===== src/rtl/nibble_exec_ctrl_if.sv =====
// Bus between the fetch register/PC/ROM side and the nibble decode/execute stage.
interface nibble_exec_ctrl_if #(
  parameter int unsigned ACC_W  = 4,
  parameter int unsigned ADDR_W = 12
);
  logic [3:0]              instr;
  logic [ACC_W-1:0]        oprnd;
  logic [ADDR_W-ACC_W-1:0] program_byte;
  logic [ACC_W-1:0]        data_in;
  logic                    en_pc;
  logic                    en_fetch;
  logic                    load_pc;
  logic [ADDR_W-1:0]       load_addr;
  logic [ACC_W-1:0]        acc;
  logic                    c_flag;
  logic                    z_flag;
  logic [ACC_W-1:0]        out_port;
  logic                    out_valid;
  logic                    halted;

  modport master (
    output instr, oprnd, program_byte, data_in,
    input  en_pc, en_fetch, load_pc, load_addr, acc, c_flag, z_flag,
           out_port, out_valid, halted
  );

  modport slave (
    input  instr, oprnd, program_byte, data_in,
    output en_pc, en_fetch, load_pc, load_addr, acc, c_flag, z_flag,
           out_port, out_valid, halted
  );
endinterface


===== src/rtl/nibble_exec_ctrl.sv =====
// Decode/execute controller for a 4-bit accumulator ISA; sequences PC and fetch
// register and resolves two-byte jumps using the ROM byte at the current PC.
module nibble_exec_ctrl #(
  parameter int unsigned ACC_W  = 4,
  parameter int unsigned ADDR_W = 12
) (
  input logic              clk,
  input logic              reset,
  nibble_exec_ctrl_if.slave bus
);

  localparam logic [3:0] OP_NOP  = 4'h0;
  localparam logic [3:0] OP_LIT  = 4'h1;
  localparam logic [3:0] OP_ADDI = 4'h2;
  localparam logic [3:0] OP_SUBI = 4'h3;
  localparam logic [3:0] OP_ANDI = 4'h4;
  localparam logic [3:0] OP_ORI  = 4'h5;
  localparam logic [3:0] OP_XORI = 4'h6;
  localparam logic [3:0] OP_CMPI = 4'h7;
  localparam logic [3:0] OP_IN   = 4'h8;
  localparam logic [3:0] OP_OUT  = 4'h9;
  localparam logic [3:0] OP_JMP  = 4'hA;
  localparam logic [3:0] OP_JC   = 4'hB;
  localparam logic [3:0] OP_JNC  = 4'hC;
  localparam logic [3:0] OP_JZ   = 4'hD;
  localparam logic [3:0] OP_JNZ  = 4'hE;
  localparam logic [3:0] OP_HALT = 4'hF;

  typedef enum logic [1:0] {
    S_FETCH = 2'd0,
    S_EXEC  = 2'd1,
    S_ADDR  = 2'd2,
    S_HALT  = 2'd3
  } state_e;

  state_e             state_q, state_d;
  logic [ACC_W-1:0]   acc_q, acc_d;
  logic               c_q, c_d;
  logic               z_q, z_d;
  logic [ACC_W-1:0]   out_port_q, out_port_d;
  logic               out_valid_q, out_valid_d;
  logic               halted_q, halted_d;

  logic               en_pc_c, en_fetch_c, load_pc_c;
  logic [ADDR_W-1:0]  load_addr_c;
  logic [ACC_W:0]     sum;
  logic [ACC_W-1:0]   diff;
  logic [ACC_W-1:0]   logic_res;
  logic               borrow;
  logic               taken;

  // Arithmetic shared by ADDI/SUBI/CMPI
  assign sum    = {1'b0, acc_q} + {1'b0, bus.oprnd};
  assign diff   = acc_q - bus.oprnd;
  assign borrow = (acc_q < bus.oprnd);

  always_comb begin
    taken = 1'b0;
    case (bus.instr)
      OP_JMP:  taken = 1'b1;
      OP_JC:   taken = c_q;
      OP_JNC:  taken = ~c_q;
      OP_JZ:   taken = z_q;
      OP_JNZ:  taken = ~z_q;
      default: taken = 1'b0;
    endcase
  end

  always_comb begin
    logic_res = '0;
    case (bus.instr)
      OP_ANDI: logic_res = acc_q & bus.oprnd;
      OP_ORI:  logic_res = acc_q | bus.oprnd;
      OP_XORI: logic_res = acc_q ^ bus.oprnd;
      default: logic_res = '0;
    endcase
  end

  always_comb begin
    state_d     = state_q;
    acc_d       = acc_q;
    c_d         = c_q;
    z_d         = z_q;
    out_port_d  = out_port_q;
    out_valid_d = 1'b0;
    en_pc_c     = 1'b0;
    en_fetch_c  = 1'b0;
    load_pc_c   = 1'b0;
    load_addr_c = '0;

    case (state_q)
      S_FETCH: begin
        en_fetch_c = 1'b1;
        en_pc_c    = 1'b1;
        state_d    = S_EXEC;
      end
      S_EXEC: begin
        state_d = S_FETCH;
        case (bus.instr)
          OP_NOP: ;
          OP_LIT: acc_d = bus.oprnd;
          OP_ADDI: begin
            {c_d, acc_d} = sum;
            z_d          = (sum[ACC_W-1:0] == '0);
          end
          OP_SUBI: begin
            acc_d = diff;
            c_d   = borrow;
            z_d   = (diff == '0);
          end
          OP_ANDI, OP_ORI, OP_XORI: begin
            acc_d = logic_res;
            c_d   = 1'b0;
            z_d   = (logic_res == '0);
          end
          OP_CMPI: begin
            c_d = borrow;
            z_d = (diff == '0);
          end
          OP_IN: begin
            acc_d = bus.data_in;
            z_d   = (bus.data_in == '0);
          end
          OP_OUT: begin
            out_port_d  = acc_q;
            out_valid_d = 1'b1;
          end
          OP_HALT: state_d = S_HALT;
          default: state_d = S_ADDR;
        endcase
      end
      S_ADDR: begin
        state_d = S_FETCH;
        if (taken) begin
          load_pc_c   = 1'b1;
          load_addr_c = ADDR_W'({bus.oprnd, bus.program_byte});
        end else begin
          en_pc_c = 1'b1;
        end
      end
      S_HALT: state_d = S_HALT;
      default: state_d = S_FETCH;
    endcase

    halted_d = (state_d == S_HALT);
  end

  always_ff @(posedge clk or posedge reset) begin
    if (reset) begin
      state_q     <= S_FETCH;
      acc_q       <= '0;
      c_q         <= 1'b0;
      z_q         <= 1'b0;
      out_port_q  <= '0;
      out_valid_q <= 1'b0;
      halted_q    <= 1'b0;
    end else begin
      state_q     <= state_d;
      acc_q       <= acc_d;
      c_q         <= c_d;
      z_q         <= z_d;
      out_port_q  <= out_port_d;
      out_valid_q <= out_valid_d;
      halted_q    <= halted_d;
    end
  end

  // Sequencing controls are silenced while reset is held
  assign bus.en_pc     = en_pc_c & ~reset;
  assign bus.en_fetch  = en_fetch_c & ~reset;
  assign bus.load_pc   = load_pc_c & ~reset;
  assign bus.load_addr = reset ? '0 : load_addr_c;
  assign bus.acc       = acc_q;
  assign bus.c_flag    = c_q;
  assign bus.z_flag    = z_q;
  assign bus.out_port  = out_port_q;
  assign bus.out_valid = out_valid_q;
  assign bus.halted    = halted_q;

endmodule


===== src/flat_wrapper.sv =====
// flat-port wrapper written by rule: the top's interface ports become plain ports
module nibble_exec_ctrl_flat 
#(
  parameter int unsigned ACC_W  = 4,
  parameter int unsigned ADDR_W = 12
)
  (clk, reset, bus_instr, bus_oprnd, bus_program_byte, bus_data_in, bus_en_pc, bus_en_fetch, bus_load_pc, bus_load_addr, bus_acc, bus_c_flag, bus_z_flag, bus_out_port, bus_out_valid, bus_halted);
  nibble_exec_ctrl_if #(.ACC_W(ACC_W), .ADDR_W(ADDR_W)) bus_i ();
  input logic clk;
  input logic reset;
  input wire logic [$bits(bus_i.instr)-1:0] bus_instr;
  input wire logic [$bits(bus_i.oprnd)-1:0] bus_oprnd;
  input wire logic [$bits(bus_i.program_byte)-1:0] bus_program_byte;
  input wire logic [$bits(bus_i.data_in)-1:0] bus_data_in;
  output wire logic [$bits(bus_i.en_pc)-1:0] bus_en_pc;
  output wire logic [$bits(bus_i.en_fetch)-1:0] bus_en_fetch;
  output wire logic [$bits(bus_i.load_pc)-1:0] bus_load_pc;
  output wire logic [$bits(bus_i.load_addr)-1:0] bus_load_addr;
  output wire logic [$bits(bus_i.acc)-1:0] bus_acc;
  output wire logic [$bits(bus_i.c_flag)-1:0] bus_c_flag;
  output wire logic [$bits(bus_i.z_flag)-1:0] bus_z_flag;
  output wire logic [$bits(bus_i.out_port)-1:0] bus_out_port;
  output wire logic [$bits(bus_i.out_valid)-1:0] bus_out_valid;
  output wire logic [$bits(bus_i.halted)-1:0] bus_halted;
  assign bus_i.instr = bus_instr;
  assign bus_i.oprnd = bus_oprnd;
  assign bus_i.program_byte = bus_program_byte;
  assign bus_i.data_in = bus_data_in;
  assign bus_en_pc = bus_i.en_pc;
  assign bus_en_fetch = bus_i.en_fetch;
  assign bus_load_pc = bus_i.load_pc;
  assign bus_load_addr = bus_i.load_addr;
  assign bus_acc = bus_i.acc;
  assign bus_c_flag = bus_i.c_flag;
  assign bus_z_flag = bus_i.z_flag;
  assign bus_out_port = bus_i.out_port;
  assign bus_out_valid = bus_i.out_valid;
  assign bus_halted = bus_i.halted;
  nibble_exec_ctrl #(.ACC_W(ACC_W), .ADDR_W(ADDR_W)) u_core (.clk(clk), .reset(reset), .bus(bus_i));
endmodule

===== config.mk =====
export PLATFORM = sky130hd
export DESIGN_NAME = nibble_exec_ctrl_flat
export DESIGN_NICKNAME = d
export VERILOG_FILES = /design/src/rtl/nibble_exec_ctrl_if.sv /design/src/rtl/nibble_exec_ctrl.sv /design/src/flat_wrapper.sv
export SDC_FILE = /design/constraint.sdc
export NUM_CORES = 1
export LEC_CHECK = 0
export ABC_CLOCK_PERIOD_IN_PS = 4400
export BUFFER_PORTS_ARGS = -buffer_cell sky130_fd_sc_hd__buf_2
export CORE_MARGIN = 2
export CORE_UTILIZATION = 40
export CTS_BUF_LIST = sky130_fd_sc_hd__clkbuf_8 sky130_fd_sc_hd__clkbuf_16
export DETAILED_ROUTE_END_ITERATION = 6
export PLACE_DENSITY = 0.69
export SYNTH_ARGS = -nofsm -noshare
export SYNTH_HDL_FRONTEND = slang
export SYNTH_SLANG_ARGS = --single-unit

===== constraint.sdc =====
create_clock -name clk -period 4.4 [get_ports clk]
set_input_delay 0.22 -clock clk [delete_from_list [all_inputs] [get_ports clk]]
set_output_delay 0.22 -clock clk [all_outputs]
set_load 0.05 [all_outputs]

==> results.sh, run 1 <==
export IMPL_timing_rr_start="u_core.bus.acc[0]$_DFFE_PP0P_"
export IMPL_power_frac_comb_pct=65.2
export IMPL_grt_setup_unrepaired="no"
export IMPL_final_nets=260
export IMPL_cp_start_kind="input port"
export IMPL_worst_r2r_endpoint="u_core.bus.acc[1]$_DFFE_PP0P_"
export IMPL_syn_nets=220
export IMPL_critPathLaunch="bus_instr[0]"
export IMPL_h_tree_depth=1
export IMPL_cp_end_kind="output pin"
export IMPL_syn_avg_cell_area_um2=7.93
export IMPL_syn_area_mm2=0.00146
export IMPL_cp_endpoint="bus_load_addr[10]"
export IMPL_ctsRootBufferMaster="clkbuf_8"
export IMPL_post_route_drc_count=0
export IMPL_io_pin_count=49
export IMPL_routedWlPerCell_um=13.7
export IMPL_regArea_um2=350
export IMPL_regToRegSetupSlack_ns=2.19
export IMPL_multiInputGateArea_um2=986
export IMPL_coreArea_mm2=0.00342
export IMPL_dieArea_mm2=0.00415
export IMPL_place_congestion=0.925
export IMPL_crit_chain="buf_2 > nand2b_1 > a31oi_1 > a211oi_1 > nor3b_1 > and2_1 > buf_2"
export IMPL_dpl_cell_count=265
export IMPL_slew_headroom_pct=26.1
export IMPL_p_sw_share_pct=55.2
export IMPL_max_freq_ghz=0.359
export IMPL_dr_pass1_iters=4
export IMPL_fin_cells=268
export IMPL_power_share_sequential_pct=24.2
export IMPL_grt_pass1_vias=1250
export IMPL_worstPathArrival_ns=2.56
export IMPL_worst_pin_slew_ns=1.11
export IMPL_clock_latency_ns=0.25
export IMPL_path_common_cell="buf_2"
export IMPL_crit_type="input port to output pin"
export IMPL_grt_util_all_layers_pct=18.3
export IMPL_async_reset_ff_share_pct=100
export IMPL_cts_buffers=3
export IMPL_yosys_most_used_dff="dfrtp_1"
export IMPL_p_switching_uw=556
export IMPL_cts_sinks=14
export IMPL_p_int_uw=451
export IMPL_antenna_found_initial=0
export IMPL_cellPowerDensity_mw_per_mm2=580
export IMPL_slew_violations=0
export IMPL_antennaDiodeCount=0
export IMPL_clockPowerShare_pct=10.6
export IMPL_peakVddDrop_v=0.000178
export IMPL_drt_total_wl_um=3670
export IMPL_synth_seq_cells=14
export IMPL_setup_slack_ns=1.62
export IMPL_num_rows=21
export IMPL_die_x_um=64.4
export IMPL_routed_via_density=5.37
export IMPL_cpMaxStageDelayCell="nor3b_1"
export IMPL_ys_seq_area_share_pct=24.0
export IMPL_drv_cap=0
export IMPL_drtIter0Drc=73
export IMPL_start_util_pct=42.7
export IMPL_yosysWarnings=0
export IMPL_r2r_cells=9
export IMPL_grt_pass1_wl_um=5960
export IMPL_min_period_over_period_pct=63.3
export IMPL_skew_ns=0.00839
export IMPL_hpwl_um=2860
export IMPL_syn_to_final_growth_pct=19.0
export IMPL_clk_pin_slew_ns=0.06
export IMPL_slowest_delay_ns=0.93
export IMPL_place_ws_ns=1.59
export IMPL_cts_resized_gates=0
export IMPL_p_leak_nw=0.873
export IMPL_synth_edf_count=0
export IMPL_drive_gt1_share_pct=24.8
export IMPL_postRouteAntennaNets=0
export IMPL_hold_buffers=0
export IMPL_hold_viol=0
export IMPL_setup_tns_ns=0
export IMPL_synth_cell_type_count=46
export IMPL_cts_tree="built"
export IMPL_status="finished clean"
export IMPL_cp_max_fo=28
export IMPL_netlist_instances=184
export IMPL_post_cts_buffers=0
export IMPL_clk_path_buf_depth=2
export IMPL_grt_max_degree=29
export IMPL_die_h_um=64.4
export IMPL_nFillCells=362
export IMPL_io_buffers=48
export IMPL_grt_overflow=0
export IMPL_post_route_util_pct=50.8
export IMPL_worstPathRequired_ns=4.18
export IMPL_min_path_type="input port to async pin"
export IMPL_fin_crit_ns=2.78
export IMPL_setup_viol=0
export IMPL_via_count=1438
-- power by group through the flow --
stage / Combinational, mW / Sequential [mW] / Clock [mW]
floorplan: 0.340 / 0.408 / 0
global placement: 0.651 / 0.245 / 0
detailed placement: 0.652 / 0.248 / 0
CTS: 0.655 / 0.244 / 0.109
global route: 0.707 / 0.254 / 0.118
finish: 0.656 / 0.244 / 0.107
-- cell usage after synthesis, types with 2 or more instances --
cell | count | share of area [%]
nand2b_1 | 5 | 2.1
a21oi_1 | 13 | 4.5
o21bai_1 | 3 | 1.5
and2_1 | 12 | 5.1
xnor2_1 | 2 | 1.2
a21boi_0 | 2 | 1.0
inv_1 | 16 | 4.1
buf_2 | 5 | 1.7
buf_1 | 2 | 0.51
a22oi_1 | 2 | 1.0
a211oi_1 | 3 | 1.5
fa_1 | 2 | 2.7
o21ai_0 | 12 | 4.1
clkbuf_1 | 5 | 1.3
a31oi_1 | 3 | 1.3
nor4_1 | 5 | 2.1
o211ai_1 | 2 | 1.0
nor3_1 | 7 | 2.4
nor2b_1 | 2 | 0.86
o22ai_1 | 2 | 0.86
xor2_1 | 2 | 1.2
or4_1 | 2 | 1.0
nand2_1 | 16 | 4.1
a21o_1 | 3 | 1.5
dfrtp_1 | 14 | 24
a2bb2oi_1 | 2 | 1.2
nor2_1 | 10 | 2.6
ha_1 | 12 | 10
-- cells by family (layout without fill, tap and decap cells) --
| logic type | count (synthesis) | in the layout | share of synthesized area [%] |
|---|---|---|---|
| buffers and inverters | 29 | 67 | 8.40 |
| AOI/OAI and AO/OA | 58 | 58 | 28.2 |
| muxes | 2 | 2 | 1.46 |
| adders and majority gates | 14 | 14 | 13.0 |
| and+or+nand+nor | 63 | 63 | 22.5 |
| DFF | 14 | 14 | 24.0 |
| xor gates and xnor gates | 4 | 4 | 2.40 |
-- per-stage QoR --
step | power (mW) | cell area, um2 | hold WS (ns)
finish | 1.01 | 1740 | 0.0514
global route | 1.08 | 1740 | 0.106
detailed placement | 0.899 | 1690 | 0.339
global placement | 0.895 | 1690 | 0.331
floorplan | 0.748 | 1460 | 0.109
CTS | 1.01 | 1740 | 0.0781
-- per-layer routing --
layer / global-route usage (%) / part of all wire (%)
met5: 0 / 0
met4: 4.79 / 0.74
met3: 1.06 / 5.1
met2: 28.8 / 47
met1: 27.0 / 48
-- how the worst min path moves through the flow --
| stage | endpoint | slack (ns) |
|---|---|---|
| final | u_core.bus.out_port[1]$_DFFE_PP0P_ | 0.05 |
| after global placement | u_core.state_q[1]$_DFF_PP0_ | 0.33 |
| after global routing | u_core.bus.out_valid$_DFF_PP0_ | 0.11 |
| after CTS | u_core.bus.out_valid$_DFF_PP0_ | 0.08 |
| after detailed placement | u_core.state_q[1]$_DFF_PP0_ | 0.34 |
| after floorplan | u_core.bus.acc[0]$_DFFE_PP0P_ | 0.11 |
-- cell usage in the layout (no fill, tap or decap), drive strengths merged, types with 2 or more instances in the layout --
cell type	synthesis	layout
buf	8	48
inv	16	16
nand2	16	16
dfrtp	14	14
a21oi	13	13
o21ai	12	12
and2	12	12
ha	12	12
nor2	10	10
nor3	7	7
nand2b	5	5
nor4	5	5
o21bai	3	3
a211oi	3	3
a21o	3	3
a31oi	3	3
clkbuf	5	3
a2111oi	3	3
nor2b	2	2
or4	2	2
xnor2	2	2
o22ai	2	2
xor2	2	2
a21boi	2	2
a2bb2oi	2	2
o211ai	2	2
a22oi	2	2
fa	2	2
-- sequential cells by signal, indices dropped and copies added, names as in the netlist --
| name | count |
|---|---|
| u_core.bus.acc | 4 |
| u_core.bus.c_flag | 1 |
| u_core.bus.halted | 1 |
| u_core.bus.out_port | 4 |
| u_core.bus.out_valid | 1 |
| u_core.bus.z_flag | 1 |
| u_core.state_q | 2 |
-- cell type report --
cell class / instances / area share, %
Clock buffer: 3 / 2.38
Inverter: 16 / 3.46
Multi-Input combinational cell: 141 / 56.8
Sequential cell: 14 / 20.2
Tap cell: 46 / 3.32
Timing Repair Buffer: 48 / 13.8
-- worst max-delay path: cells and delay by family --
kind                   cells  cell delay [ns]
AND/OR/NAND/NOR            3             1.33
buffers and inverters      2             0.64
AO/OA/AOI/OAI              2             0.37
(Power assumes the default switching activity.)
==> inputs of run 2 (changes only) <==
Settings changed: ABC_CLOCK_PERIOD_IN_PS 4400 to 2500, PLACE_DENSITY 0.69 to 0.71.
Clock period 4.4 ns to 2.5 ns, I/O delays scaled along.
==> run 2 against run 1 <==
  * Register-to-register slack worse by 1.8 ns
  * Via count is 2.3% higher
  * Cell count rose by 1.5%
  * Highest routed layer unchanged
  * Die area unchanged
  * Sequential power increased by 75%
  * Non-clock buffer count rose by 3
  * Total power is 82% higher
  * Critical path depth unchanged
==> results.sh, run 2 (synthesis gave the netlist of run 1 again) <==
export IMPL_routedWlPerCell_um=13.9
export IMPL_fin_cells=272
export IMPL_die_h_um=64.4
export IMPL_min_path_type="input port to flip-flop"
export IMPL_clk_pin_slew_ns=0.07
export IMPL_via_count=1471
export IMPL_slew_violations=0
export IMPL_worstPathRequired_ns=2.38
export IMPL_timing_rr_start="u_core.bus.acc[0]$_DFFE_PP0P_"
export IMPL_grt_pass1_wl_um=6420
export IMPL_h_tree_depth=1
export IMPL_drt_total_wl_um=3790
export IMPL_clk_path_buf_depth=2
export IMPL_cpMaxStageDelayCell="dfrtp_1"
export IMPL_grt_setup_unrepaired="no"
export IMPL_design_area_mm2=0.00177
export IMPL_cp_end_kind="output pin"
export IMPL_p_switching_uw=993
export IMPL_regToRegSetupSlack_ns=0.39
export IMPL_hold_viol=0
export IMPL_drtIter0Drc=79
export IMPL_die_x_um=64.4
export IMPL_p_int_uw=840
export IMPL_antenna_found_initial=0
export IMPL_io_pin_count=49
export IMPL_dpl_cell_count=267
export IMPL_placedInstanceArea_mm2=0.00171
export IMPL_peakVddDrop_v=0.000436
export IMPL_path_common_cell="a21oi_1"
export IMPL_cts_sinks=14
export IMPL_p_sw_share_pct=54.2
export IMPL_place_congestion=0.930
export IMPL_grt_util_all_layers_pct=19.8
export IMPL_num_rows=21
export IMPL_start_util_pct=42.7
export IMPL_io_buffers=48
export IMPL_clockPowerShare_pct=12.8
export IMPL_fin_crit_ns=2.15
export IMPL_crit_buf_inv=2
export IMPL_finalPower_mw=1.83
export IMPL_grt_pass1_vias=1307
export IMPL_routed_via_density=5.41
export IMPL_postRouteAntennaNets=0
export IMPL_cts_tree="built"
export IMPL_nFillCells=346
export IMPL_antennaDiodeCount=0
export IMPL_hold_start="bus_oprnd[3]"
export IMPL_final_nets=263
export IMPL_cp_max_fo=13
export IMPL_grt_max_degree=29
export IMPL_layout_commonest_cell="buf_2"
export IMPL_slew_headroom_pct=53.6
export IMPL_cp_start_kind="flip-flop"
export IMPL_dieArea_mm2=0.00415
export IMPL_drive_gt1_share_pct=25.7
export IMPL_setup_viol=0
export IMPL_crit_chain="a21oi_1 > a21oi_1 > a211oi_1 > nor3b_1 > buf_4 > and2_1 > buf_2"
export IMPL_syn_to_final_growth_pct=21.6
export IMPL_layout_common_cells="buf_2 (48), inv_1 (16), nand2_1 (16), dfrtp_1 (14), a21oi_1 (13)"
export IMPL_crit_family="compound AO/OA/AOI/OAI gates"
export IMPL_cts_buffers=3
export IMPL_max_freq_ghz=0.464
export IMPL_power_share_sequential_pct=23.3
export IMPL_p_leak_nw=0.895
export IMPL_ctsRootBufferMaster="clkbuf_8"
export IMPL_min_path_cells=3
export IMPL_setup_tns_ns=0
export IMPL_grt_overflow=0
export IMPL_worstPathArrival_ns=2.03
export IMPL_slowest_delay_ns=0.40
export IMPL_min_period_over_period_pct=86.2
export IMPL_worst_r2r_endpoint="u_core.bus.acc[2]$_DFFE_PP0P_"
export IMPL_status="finished clean"
export IMPL_power_frac_comb_pct=63.9
export IMPL_hpwl_um=2900
export IMPL_post_route_drc_count=0
export IMPL_drv_cap=0
export IMPL_clock_latency_ns=0.26
export IMPL_r2r_cells=9
export IMPL_coreArea_mm2=0.00342
export IMPL_worst_pin_slew_ns=0.688
export IMPL_cellPowerDensity_mw_per_mm2=1030
export IMPL_hold_end="u_core.bus.acc[3]$_DFFE_PP0P_"
export IMPL_crit_type="flip-flop to output pin"
export IMPL_skew_ns=0.0150
export IMPL_dr_pass1_iters=4
==> run 2: cell count changes in the layout (fill, tap and decap cells not counted), sizes merged <==
| cell | previous run | this run |
|---|---|---|
| clkbuf | 3 | 4 |
| dlygate4sd3 | 0 | 1 |
| buf | 48 | 50 |
==> run 2: metrics by stage <==
stage          setup slack [ns]  hold WS (ns)  util, %
2_1_floorplan             0.138        0.0142        -
3_3_place_gp              0.448         0.244     50.0
3_5_place_dp              0.410         0.245     50.0
4_1_cts                   0.360         0.231     51.9
5_1_grt                   0.135         0.234     51.9
6_report                  0.346         0.227     51.9
==> run 2: cell type report <==
type	instances	area [um2]	area share, %
clock buffer	4	55.1	3.10
sequential	14	350	19.7
multi-input combinational	141	986	55.6
tap	46	57.6	3.24
inverter	16	60.1	3.39
timing repair buffer	51	265	15.0
==> run 2: worst max-delay path by stage <==
stage / startpoint / endpoint / cells after the start
after floorplan: u_core.bus.z_flag$_DFFE_PP0P_ / bus_load_addr[10] / 6
after global placement: u_core.bus.acc[0]$_DFFE_PP0P_ / u_core.bus.acc[2]$_DFFE_PP0P_ / 9
after detailed placement: u_core.bus.acc[0]$_DFFE_PP0P_ / u_core.bus.acc[2]$_DFFE_PP0P_ / 9
after CTS: u_core.bus.z_flag$_DFFE_PP0P_ / bus_load_addr[5] / 7
after global routing: u_core.bus.acc[0]$_DFFE_PP0P_ / u_core.bus.acc[2]$_DFFE_PP0P_ / 9
final: u_core.bus.z_flag$_DFFE_PP0P_ / bus_load_addr[2] / 7
==> run 2: routing by layer <==
| layer | vias to the layer above | track usage (%) | part of all wire, % |
|---|---|---|---|
| met1 | 665 | 29.6 | 47 |
| met2 | 60 | 29.2 | 45 |
| met5 | - | 0 | 0 |
| li1 | 742 | - | - |
| met4 | 0 | 5.59 | 1.0 |
| met3 | 4 | 2.99 | 7.2 |
==> run 2: power by group through the flow <==
stage               Sequential, mW  Clock, mW  Combinational [mW]
floorplan                    0.718          0               0.598
global placement             0.428          0                1.16
detailed placement           0.433          0                1.16
CTS                          0.427      0.234                1.17
global route                 0.448      0.251                1.28
finish                       0.427      0.234                1.17
==> run 2: timing repair <==
item,CTS,global route
hold endpoints to repair,14,0
hold buffers,1,0
buffers inserted,0,0
gates resized for setup,0,0
==> run 2: worst reg2reg max path, cell delays in order (launching register included) <==
cell      delay, ns
dfrtp_1        0.42
inv_1          0.11
ha_1           0.19
inv_1          0.06
fa_1           0.39
xor2_1         0.21
o21ai_0        0.10
a221oi_1       0.25
a211oi_1       0.11
a21o_1         0.17
==> inputs of run 3 (changes only) <==
Settings changed: ABC_AREA set to 1.
==> run 3 against run 2 <==
  * Global-route usage increased by 0.62 points
  * Worst hold slack improved by 0.021 ns
  * Utilization increased by 0.33 points
  * Routed wire length increased by 2.7%
  * Critical path depth increased by 1
  * Clock skew decreased by 0.011 ns
  * Maximum frequency increased by 10%
  * Design area decreased by 0.14%
  * Via count increased by 7.9%
  * Largest cell class unchanged
  * Largest power group unchanged
==> results.sh, run 3 <==
export IMPL_status="finished clean"
export IMPL_worstPathRequired_ns=2.67
export IMPL_die_x_um=64.0
export IMPL_coreArea_mm2=0.00339
export IMPL_synth_top_family_by_area="simple AND/OR/NAND/NOR gates"
export IMPL_post_cts_buffers=0
export IMPL_crit_buf_inv=0
export IMPL_setup_tns_ns=0
export IMPL_synth_xor_xnor_area_share_pct=0.608
export IMPL_grt_overflow=0
export IMPL_synth_cell_type_count=27
export IMPL_layout_commonest_cell="nand2_1"
export IMPL_p_leak_nw=1.07
export IMPL_layout_common_cells="nand2_1 (59), buf_2 (48), nor2_1 (43), inv_1 (40), nand3_1 (21)"
export IMPL_yosys_most_used_dff="dfrtp_1"
export IMPL_cellPowerDensity_mw_per_mm2=926
export IMPL_drv_cap=0
export IMPL_grt_setup_unrepaired="no"
export IMPL_design_area_mm2=0.00177
export IMPL_hold_viol=0
export IMPL_cp_start_kind="flip-flop"
export IMPL_power_frac_comb_pct=63.6
export IMPL_min_period_over_period_pct=78.1
export IMPL_grt_max_degree=17
export IMPL_async_reset_ff_share_pct=100
export IMPL_antenna_found_initial=0
export IMPL_num_rows=21
export IMPL_slew_violations=0
export IMPL_clk_pin_slew_ns=0.06
export IMPL_synth_top_area_share_pct=24.3
export IMPL_cts_resized_gates=0
export IMPL_via_count=1587
export IMPL_cts_tree="built"
export IMPL_crit_type="flip-flop to flip-flop"
export IMPL_drtIter0Drc=107
export IMPL_ys_top_cells_by_area="dfrtp_1 (24%), nand2_1 (15%), nor2_1 (11%)"
export IMPL_muxShareOfSynthArea_pct=0
export IMPL_path_common_cell="nor2_1"
export IMPL_crit_chain="ha_1 > fa_1 > or2_2 > nor2_1 > nand3_1 > nor2_1 > nor2_1 > a21oi_1"
export IMPL_yosys_top_cells_count="nand2_1 (59), nor2_1 (43), inv_1 (40)"
export IMPL_antennaDiodeCount=0
export IMPL_worstPathArrival_ns=2.12
export IMPL_netlist_instances=233
export IMPL_die_h_um=64.0
export IMPL_hpwl_um=3160
export IMPL_postRouteAntennaNets=0
export IMPL_skew_ns=0.00378
export IMPL_h_tree_depth=1
export IMPL_dieArea_mm2=0.00410
export IMPL_syn_avg_cell_area_um2=6.19
export IMPL_p_switching_uw=922
export IMPL_syn_area_mm2=0.00144
export IMPL_max_freq_ghz=0.512
export IMPL_routedWlPerCell_um=11.8
export IMPL_yosysMostFrequentCell="nand2_1"
export IMPL_grt_util_all_layers_pct=20.4
export IMPL_drive_gt1_share_pct=20.8
export IMPL_worst_pin_slew_ns=0.390
export IMPL_synth_edf_count=0
export IMPL_grt_pass1_vias=1484
export IMPL_synth_seq_cells=14
export IMPL_placedInstanceArea_mm2=0.00172
export IMPL_post_route_drc_count=0
export IMPL_final_nets=321
export IMPL_synth_simple_area_share_pct=37.8
export IMPL_hold_ws_ns=0.248
export IMPL_cpMaxStageDelayCell="fa_1"
export IMPL_syn_to_final_growth_pct=22.9
export IMPL_dr_pass1_iters=4
export IMPL_clk_path_buf_depth=2
export IMPL_power_share_sequential_pct=24.8
export IMPL_synth_fa_ha_area_share_pct=13.2
export IMPL_synth_compound_area_share_pct=11.6
export IMPL_fin_crit_ns=1.95
export IMPL_cp_end_kind="flip-flop"
export IMPL_synth_top_area_cell="dfrtp_1"
export IMPL_io_pin_count=49
export IMPL_clockPowerShare_pct=11.6
export IMPL_syn_nets=269
export IMPL_io_buffers=48
export IMPL_p_int_uw=718
export IMPL_ctsRootBufferMaster="clkbuf_8"
export IMPL_grt_pass1_wl_um=6610
export IMPL_p_sw_share_pct=56.2
export IMPL_cp_max_fo=4
export IMPL_cts_sinks=14
export IMPL_clock_latency_ns=0.25
export IMPL_crit_family="adder cells"
export IMPL_slew_headroom_pct=74.0
export IMPL_routed_via_density=4.82
export IMPL_setup_viol=0
export IMPL_ys_seq_area_share_pct=24.3
export IMPL_drt_total_wl_um=3890
export IMPL_cts_buffers=3
export IMPL_start_util_pct=42.5
export IMPL_slowest_delay_ns=0.46
export IMPL_place_congestion=0.953
export IMPL_peakVddDrop_v=0.000391
export IMPL_min_path_type="input port to flip-flop"
export IMPL_nFillCells=359
export IMPL_yosysWarnings=0
## run 3: cell types whose count changed in the layout (fill, tap and decap cells not counted), sizes merged, moves of 5 or more
cell,change
nor4,-5
and2,-11
nand2b,-5
nor3,-5
nand2,+45
inv,+25
nand3,+22
nor2,+34
## run 3: cell type report
| class | count | area [um2] | share of cell area [%] |
|---|---|---|---|
| clock buffers | 3 | 41.3 | 2.33 |
| inverters | 41 | 154 | 8.69 |
| multi-input cells | 175 | 911 | 51.4 |
| flip-flops and latches | 14 | 350 | 19.8 |
| well taps | 46 | 57.6 | 3.25 |
| repair buffers | 50 | 258 | 14.5 |
## run 3: cells by family (layout without fill, tap and decap cells)
| logic type | after synthesis | count (layout) |
|---|---|---|
| AOI/OAI and AO/OA | 29 | 29 |
| xor gates and xnor gates | 1 | 1 |
| adders and majority gates | 14 | 14 |
| buffers and inverters | 44 | 94 |
| DFF | 14 | 14 |
| and+or+nand+nor | 131 | 131 |
## run 3: stage by stage
| step | power [mW] | utilization [%] | instances | setup slack, ns |
|---|---|---|---|---|
| after detailed placement | 1.45 | 50.8 | 325 | 0.589 |
| final | 1.64 | 52.3 | 329 | 0.548 |
| after CTS | 1.64 | 52.3 | 329 | 0.562 |
| after global routing | 1.79 | 52.3 | 329 | 0.392 |
| after global placement | 1.45 | 50.8 | 325 | 0.634 |
| after floorplan | 1.20 | - | 233 | 0.408 |
## run 3: final timing paths
check                      slack (ns)  depth (start not counted)                                  to                          startpoint
max reg2reg                      0.55                          8       u_core.bus.z_flag$_DFFE_PP0P_       u_core.bus.acc[0]$_DFFE_PP0P_
max                              0.55                          8       u_core.bus.z_flag$_DFFE_PP0P_       u_core.bus.acc[0]$_DFFE_PP0P_
min reg2reg                      0.48                          2  u_core.bus.out_port[1]$_DFFE_PP0P_  u_core.bus.out_port[1]$_DFFE_PP0P_
max in group asynchronous        1.87                          4       u_core.bus.c_flag$_DFFE_PP0P_                               reset
min in group asynchronous        0.44                          4  u_core.bus.out_port[2]$_DFFE_PP0P_                               reset
min                              0.25                          3         u_core.bus.halted$_DFF_PP0_                        bus_instr[0]
## run 3: power groups by stage
stage	clock network [mW]	registers (mW)	logic, mW
CTS	0.194	0.406	1.04
detailed placement	0	0.410	1.04
global placement	0	0.408	1.04
global route	0.206	0.418	1.16
floorplan	0	0.661	0.538
finish	0.191	0.407	1.04
## run 3: tightest hold or removal path, cell delays in order
cell	delay, ns
buf_2	0.14
nand3_1	0.12
a21oi_1	0.07
## run 3: metal layers
metal	global-route usage (%)	vias up	wire length, um
li1	-	828	-
met1	26.4	690	1780
met2	34.5	63	1740
met3	3.87	6	324
met4	5.43	0	50
met5	0	-	0
## run 3: what timing repair did
item	4_1_cts	5_1_grt
endpoints found under the hold margin	14	0
setup endpoints to repair	0	0
hold buffers	1	0
